### src/rtl/fetch_stage.sv
// Instruction-fetch stage: owns the PC, addresses instruction memory and loads the IF/DEC register.
// Optional macro FETCH_PERF_CNT_EN adds saturating fetched/squashed/stalled event counters.
module fetch_stage #(
  parameter int unsigned        DBITS               = 32,
  parameter logic [DBITS-1:0]   START_PC            = 32'h40,
  parameter int unsigned        IMEM_ADDR_BIT_WIDTH = 11,
  parameter logic [DBITS-1:0]   NOP_INST            = 32'h0
) (
  input  logic                           clk,
  input  logic                           reset,
  output logic [IMEM_ADDR_BIT_WIDTH-1:0] imem_addr,
  input  logic [DBITS-1:0]               imem_data,
  input  logic                           stall,
  input  logic                           redirect,
  input  logic [DBITS-1:0]               redirect_pc,
  output logic [DBITS-1:0]               fetch_pc,
  output logic                           dec_valid,
  output logic [DBITS-1:0]               dec_pc,
  output logic [DBITS-1:0]               dec_pc_inc,
  output logic [DBITS-1:0]               dec_inst,
  output logic                           misalign_err
`ifdef FETCH_PERF_CNT_EN
  ,
  output logic [DBITS-1:0]               perf_fetched,
  output logic [DBITS-1:0]               perf_squashed,
  output logic [DBITS-1:0]               perf_stalled
`endif
);

  localparam logic [1:0] ST_RUN    = 2'd0;
  localparam logic [1:0] ST_HOLD   = 2'd1;
  localparam logic [1:0] ST_SQUASH = 2'd2;

  logic [1:0]       state_q, state_d;
  logic [DBITS-1:0] pc_q, pc_d;
  logic [DBITS-1:0] dec_pc_q, dec_pc_d;
  logic [DBITS-1:0] dec_pc_inc_q, dec_pc_inc_d;
  logic [DBITS-1:0] dec_inst_q, dec_inst_d;
  logic             dec_valid_q, dec_valid_d;
  logic             misalign_q, misalign_d;
  logic [DBITS-1:0] pc_inc;

  assign pc_inc = pc_q + DBITS'(4);

  always_comb begin
    state_d      = state_q;
    pc_d         = pc_q;
    dec_pc_d     = dec_pc_q;
    dec_pc_inc_d = dec_pc_inc_q;
    dec_inst_d   = dec_inst_q;
    dec_valid_d  = dec_valid_q;
    misalign_d   = misalign_q;
    if (redirect) begin
      state_d      = ST_SQUASH;
      pc_d         = {redirect_pc[DBITS-1:2], 2'b00};
      dec_valid_d  = 1'b0;
      dec_pc_d     = '0;
      dec_pc_inc_d = '0;
      dec_inst_d   = NOP_INST;
      if (redirect_pc[1:0] != 2'b00) misalign_d = 1'b1;
    end else if (stall) begin
      state_d = ST_HOLD;
      // A stall landing on the squash cycle keeps the bubble in place.
      if (state_q == ST_SQUASH) dec_valid_d = 1'b0;
    end else begin
      state_d      = ST_RUN;
      pc_d         = pc_inc;
      dec_pc_d     = pc_q;
      dec_pc_inc_d = pc_inc;
      dec_inst_d   = imem_data;
      dec_valid_d  = 1'b1;
    end
  end

  always_ff @(posedge clk or posedge reset) begin
    if (reset) begin
      state_q      <= ST_RUN;
      pc_q         <= START_PC;
      dec_pc_q     <= '0;
      dec_pc_inc_q <= '0;
      dec_inst_q   <= NOP_INST;
      dec_valid_q  <= 1'b0;
      misalign_q   <= 1'b0;
    end else begin
      state_q      <= state_d;
      pc_q         <= pc_d;
      dec_pc_q     <= dec_pc_d;
      dec_pc_inc_q <= dec_pc_inc_d;
      dec_inst_q   <= dec_inst_d;
      dec_valid_q  <= dec_valid_d;
      misalign_q   <= misalign_d;
    end
  end

  // Upper PC bits are dropped on purpose: the memory aliases beyond its depth.
  assign imem_addr    = pc_q[IMEM_ADDR_BIT_WIDTH+1:2];
  assign fetch_pc     = pc_q;
  assign dec_valid    = dec_valid_q;
  assign dec_pc       = dec_pc_q;
  assign dec_pc_inc   = dec_pc_inc_q;
  assign dec_inst     = dec_inst_q;
  assign misalign_err = misalign_q;

`ifdef FETCH_PERF_CNT_EN
  logic [DBITS-1:0] fetched_q, squashed_q, stalled_q;

  function automatic logic [DBITS-1:0] sat_inc(input logic [DBITS-1:0] v);
    return (&v) ? v : v + DBITS'(1);
  endfunction

  always_ff @(posedge clk or posedge reset) begin
    if (reset) begin
      fetched_q  <= '0;
      squashed_q <= '0;
      stalled_q  <= '0;
    end else if (redirect) begin
      squashed_q <= sat_inc(squashed_q);
    end else if (stall) begin
      stalled_q  <= sat_inc(stalled_q);
    end else begin
      fetched_q  <= sat_inc(fetched_q);
    end
  end

  assign perf_fetched  = fetched_q;
  assign perf_squashed = squashed_q;
  assign perf_stalled  = stalled_q;
`endif

endmodule

### config.mk
export PLATFORM = sky130hd
export DESIGN_NAME = fetch_stage
export DESIGN_NICKNAME = d
export VERILOG_FILES = /design/src/rtl/fetch_stage.sv
export SDC_FILE = /design/constraint.sdc
export NUM_CORES = 1
export LEC_CHECK = 0
export BUFFER_PORTS_ARGS = -buffer_cell sky130_fd_sc_hd__buf_4
export CAP_MARGIN = 20
export CORE_UTILIZATION = 55
export DETAILED_ROUTE_END_ITERATION = 8
export PLACE_DENSITY = 0.95
export RECOVER_POWER = 50
export SETUP_SLACK_MARGIN = 0.02
export SYNTH_ARGS = -nofsm -noshare
export SYNTH_HDL_FRONTEND = slang
export SYNTH_SLANG_ARGS = --single-unit
### constraint.sdc
create_clock -name clk -period 13.8 [get_ports clk]
set_input_delay 4.14 -clock clk [delete_from_list [all_inputs] [get_ports clk]]
set_output_delay 4.14 -clock clk [all_outputs]
set_load 0.005 [all_outputs]
; ---- After elaboration in Yosys (flattened, before gate mapping)
; Cells that the tools add are included.
[totals]
regBits = 132
inputBits = 68
out_inout_bits = 141
wordCells = 25
[classes]
n_addsub = 1
eq_ne = 3
mux = 12
n_reduce_logical = 2
[ops]
columns = cell, n
row1 = $mux 32, 7
row2 = $add 32x3->32 const B, 1
row3 = $mux 1, 4
row4 = $ne 3x1->1 const B, 1
row5 = $eq 2x2->1 const B, 1
row6 = $mux 2, 1
row7 = $ne 2x1->1 const B, 1
row8 = $reduce_and 2->1, 1
row9 = $reduce_bool 2->1, 1

; ---- Logic depth before layout (Yosys ltp)
[depth]
ltp_word = 4
ltp_mapped = 8
ltp_nobuf = 6

; ---- Worst setup path after synthesis
; No wires, ideal clock.
[synth_path]
path_type = input port to flip-flop
from = in stall
to = reg pc_q[27], in the netlist fetch_pc[27]
setup_time_ps = 131
arrival_ps = 5441
required_ps = 13669
slack_ps = 8228
cell_stages = 6
path_buffers = 1
path_cell_list = buf_2 > nand4b_1 > nor3_1 > nor4b_1 > xnor2_1 > o21ai_1
[synth_via]
elab_chain_cells = 1
[synth_lines]
columns = item, line_no
row1 = start: declaration, 13  ; input logic stall,
row2 = $ne 2x1->1 (no source line), n/a
row3 = end signal: assignment, 86  ; pc_q <= pc_d;
row4 = end: declaration, 35  ; logic [DBITS-1:0] pc_q, pc_d;
; Every way passes these cells.
; A chain may end at the register's enable or synchronous reset.

; ---- Worst setup path in the final report
[layout_path]
from = in stall
to = reg pc_q[21], in the netlist fetch_pc[21]
; The elaborated chain is that of the path after synthesis.

==> results.yml <==
logic_synthesis:
  synth_flop_cell: "dfrtp_1"
  synth.distinct_cells: 45
  yosysWarnings: 0
  netlist_area_sq_mm: 0.00617
  netlist_instances: 616
  ys_ff_latch: 127
  synth-edff-count: 0
  async_reset_ff_share_pct: 100
  syn_area_per_cell_sq_um: 10.0
  seq_area_frac_synth_pct: 51.5
cells_and_area:
  area_growth_pct: 30.1
  fill_cells: 729
  layout-drive-gt1-share_pct: 27.6
  most-common-layout-cells: "dfrtp_1, buf_4, nor2_1, mux2i_1, clkbuf_4"
  diodes: 0
  seq_area_sq_mm: 0.00318
  final_common_cell: "dfrtp_1"
  nets: 846
  multiInputGateArea_sq_mm: 0.00261
critical_path:
  regToRegSetupSlack_ns: 11.10
  path_max_fanout: 42
  critical_path_class: "primary input to flop"
  critPathArrivalTime_ns: 8.19
  cp-endpoint: "fetch_pc[21]$_DFFE_PP0N_"
  critPathRequiredTime_ns: 14.18
  rr_worst_depth: 5
  r2r-start: "fetch_pc[4]$_DFFE_PP0N_"
  end_kind: "flop"
  r2r-end: "dec_pc_inc[31]$_DFFE_PP0N_"
  startpoint: "stall"
  critPathLaunchType: "primary input"
clock_network:
  hold_buffers: 0
  clock_latency_ns: 0.52
  cts_sinks: 127
  cts_tree: "built"
  clockBufferDepth: 2
  clk_pin_slew_ns: 0.06
  htreeDepth: 4
  clock-root-buffer: "clkbuf_8"
  cts_inserted_buffers: 17
  cts_resized: 0
  post-cts-setup-buffer-count: 0
sta:
  fin_crit_sh_pct: 56.6
  rsz0062_at_grt: "no"
  skew_ns: 0.00862
  slew_headroom_pct: -117
  hold_viol_final: 0
  tightest_slew_ns: 3.25
  period_minus_slack_ns: 7.81
  fin_hold_ws_ns: 0.471
  fmax_mhz: 128
  finalSetupViolCount: 0
  finalSetupTns_ns: 0
  drv_slew: 177
power:
  p_leak_nw: 3.78
  ir_worst_vdd_mv: 0.0881
  power_density_mw_per_mm2: 127
  p_total_mw: 1.02
run_status:
  status: "complete, but fails checks"
  violations: "max-capacitance violations, max-slew violations"
drt:
  drt_iter0_markers: 353
  drtAntennaViolNets: 0
  wire_per_inst_um: 18.3
  routed_wl_um: 17000
  first_pass_iters: 5
  drc: 0
  drt-vias-per-instance: 5.73
  num_vias: 5326
floorplanning:
  coreArea_sq_mm: 0.0109
  pin_count: 209
  rows: 38
  dieHeight_um: 108
  die_w_um: 108
  die_area_sq_mm: 0.0117
  initial_core_util_pct: 56.7
placement:
  portBuffers: 206
  gp_congestion: 0.882
  hpwlAfterDp_um: 11700
grt:
  grt_max_degree: 83
  grt.total_usage_pct: 30.6
  antenna_found_initial: 0
  grt_pass1_vias: 5379
  grt.overflow.total: 0
  grt_pass1_wl_um: 27100
run:
  cap_violations: 3
min_path:
  hp-class: "flop to flop"
## worst max-delay path: stages
cell	delay (ns)
clkbuf_1	1.70
clkinv_1	1.44
nand3_1	0.45
nor3_1	0.13
xnor2_1	0.22
o21ai_1	0.08
## synth_stat cells (4+ instances only)
cell type,number,area [sq um]
nor2b_1,6,37.5
dfrtp_1,126,3150
a211oi_1,11,82.6
mux2i_1,63,631
buf_1,12,45.0
o21ai_0,25,125
nand3_1,10,50.1
buf_4,18,135
nor2_1,99,372
xnor2_1,37,324
nor4_1,7,43.8
buf_2,15,75.1
nand2_1,55,206
and4_1,5,43.8
a21oi_1,15,75.1
nor4_2,4,50.1
nor3_1,15,75.1
xor2_1,15,131
nand4_1,10,62.6
or3_1,5,31.3
o21ai_1,8,40.0
clkbuf_1,21,78.8
## metal layers
layer	global-route usage, %	wire length, um	share of wire (%)	vias to the layer above
li1	-	-	-	2386
met4	14.1	508	3.0	0
met2	50.6	8450	50	320
met3	10.6	1600	9.4	46
met1	35.8	6450	38	2574
met5	0	0	0	-
## metrics by stage
step	std cells	utilization [%]	setup slack (ns)	area, sq um
floorplan	617	-	6.28	6180
global placement	897	69.4	7.20	7560
detailed placement	898	69.7	7.58	7590
CTS	930	75.1	8.05	8170
global route	930	73.8	5.76	8030
finish	930	73.8	5.99	8030
## flip-flops by register name (all words and copies together) (netlist names)
signal	cells
fetch_pc	30
dec_valid	1
state_q	2
dec_pc	31
misalign_err	1
dec_inst	32
dec_pc_inc	30
## worst min-delay path by stage
stage	startpoint	to	slack [ns]	depth (start not counted)
floorplan	misalign_err$_DFFE_PP0P_	misalign_err$_DFFE_PP0P_	0.46	1
global placement	misalign_err$_DFFE_PP0P_	misalign_err$_DFFE_PP0P_	0.46	1
detailed placement	misalign_err$_DFFE_PP0P_	misalign_err$_DFFE_PP0P_	0.46	1
CTS	misalign_err$_DFFE_PP0P_	misalign_err$_DFFE_PP0P_	0.48	1
global route	misalign_err$_DFFE_PP0P_	misalign_err$_DFFE_PP0P_	0.49	1
finish	misalign_err$_DFFE_PP0P_	misalign_err$_DFFE_PP0P_	0.47	1
## kinds of logic (layout without fill, tap and decap cells)
family                   count (synthesis)  in the layout  share of synthesized area (%)
AND/OR/NAND/NOR                        233            233                           18.2
flip-flops                             127            127                           51.5
buffers and inverters                   73            246                           6.16
multiplexers                            65             65                           10.6
AO/OA/AOI/OAI                           64             64                           5.94
XOR/XNOR                                52             52                           7.38
adder cells (fa/ha/maj)                  1              1                          0.203
other                                    1              2                         0.0607
## report_power, final
part | internal (mW) | leakage [nW] | switching, mW
clock network | 0.275 | 0.281 | 0.170
logic | 0.0722 | 1.86 | 0.0665
registers | 0.399 | 1.65 | 0.0346
## area by class of cell
cell class                 instances  area share, %
timing repair buffer             210           18.3
inverter                           4          0.203
tap                              140           2.18
multi-input combinational        417           32.4
sequential                       127           39.6
clock inverter                    14           2.09
clock buffer                      18           5.20
(Power assumes the default switching activity.)
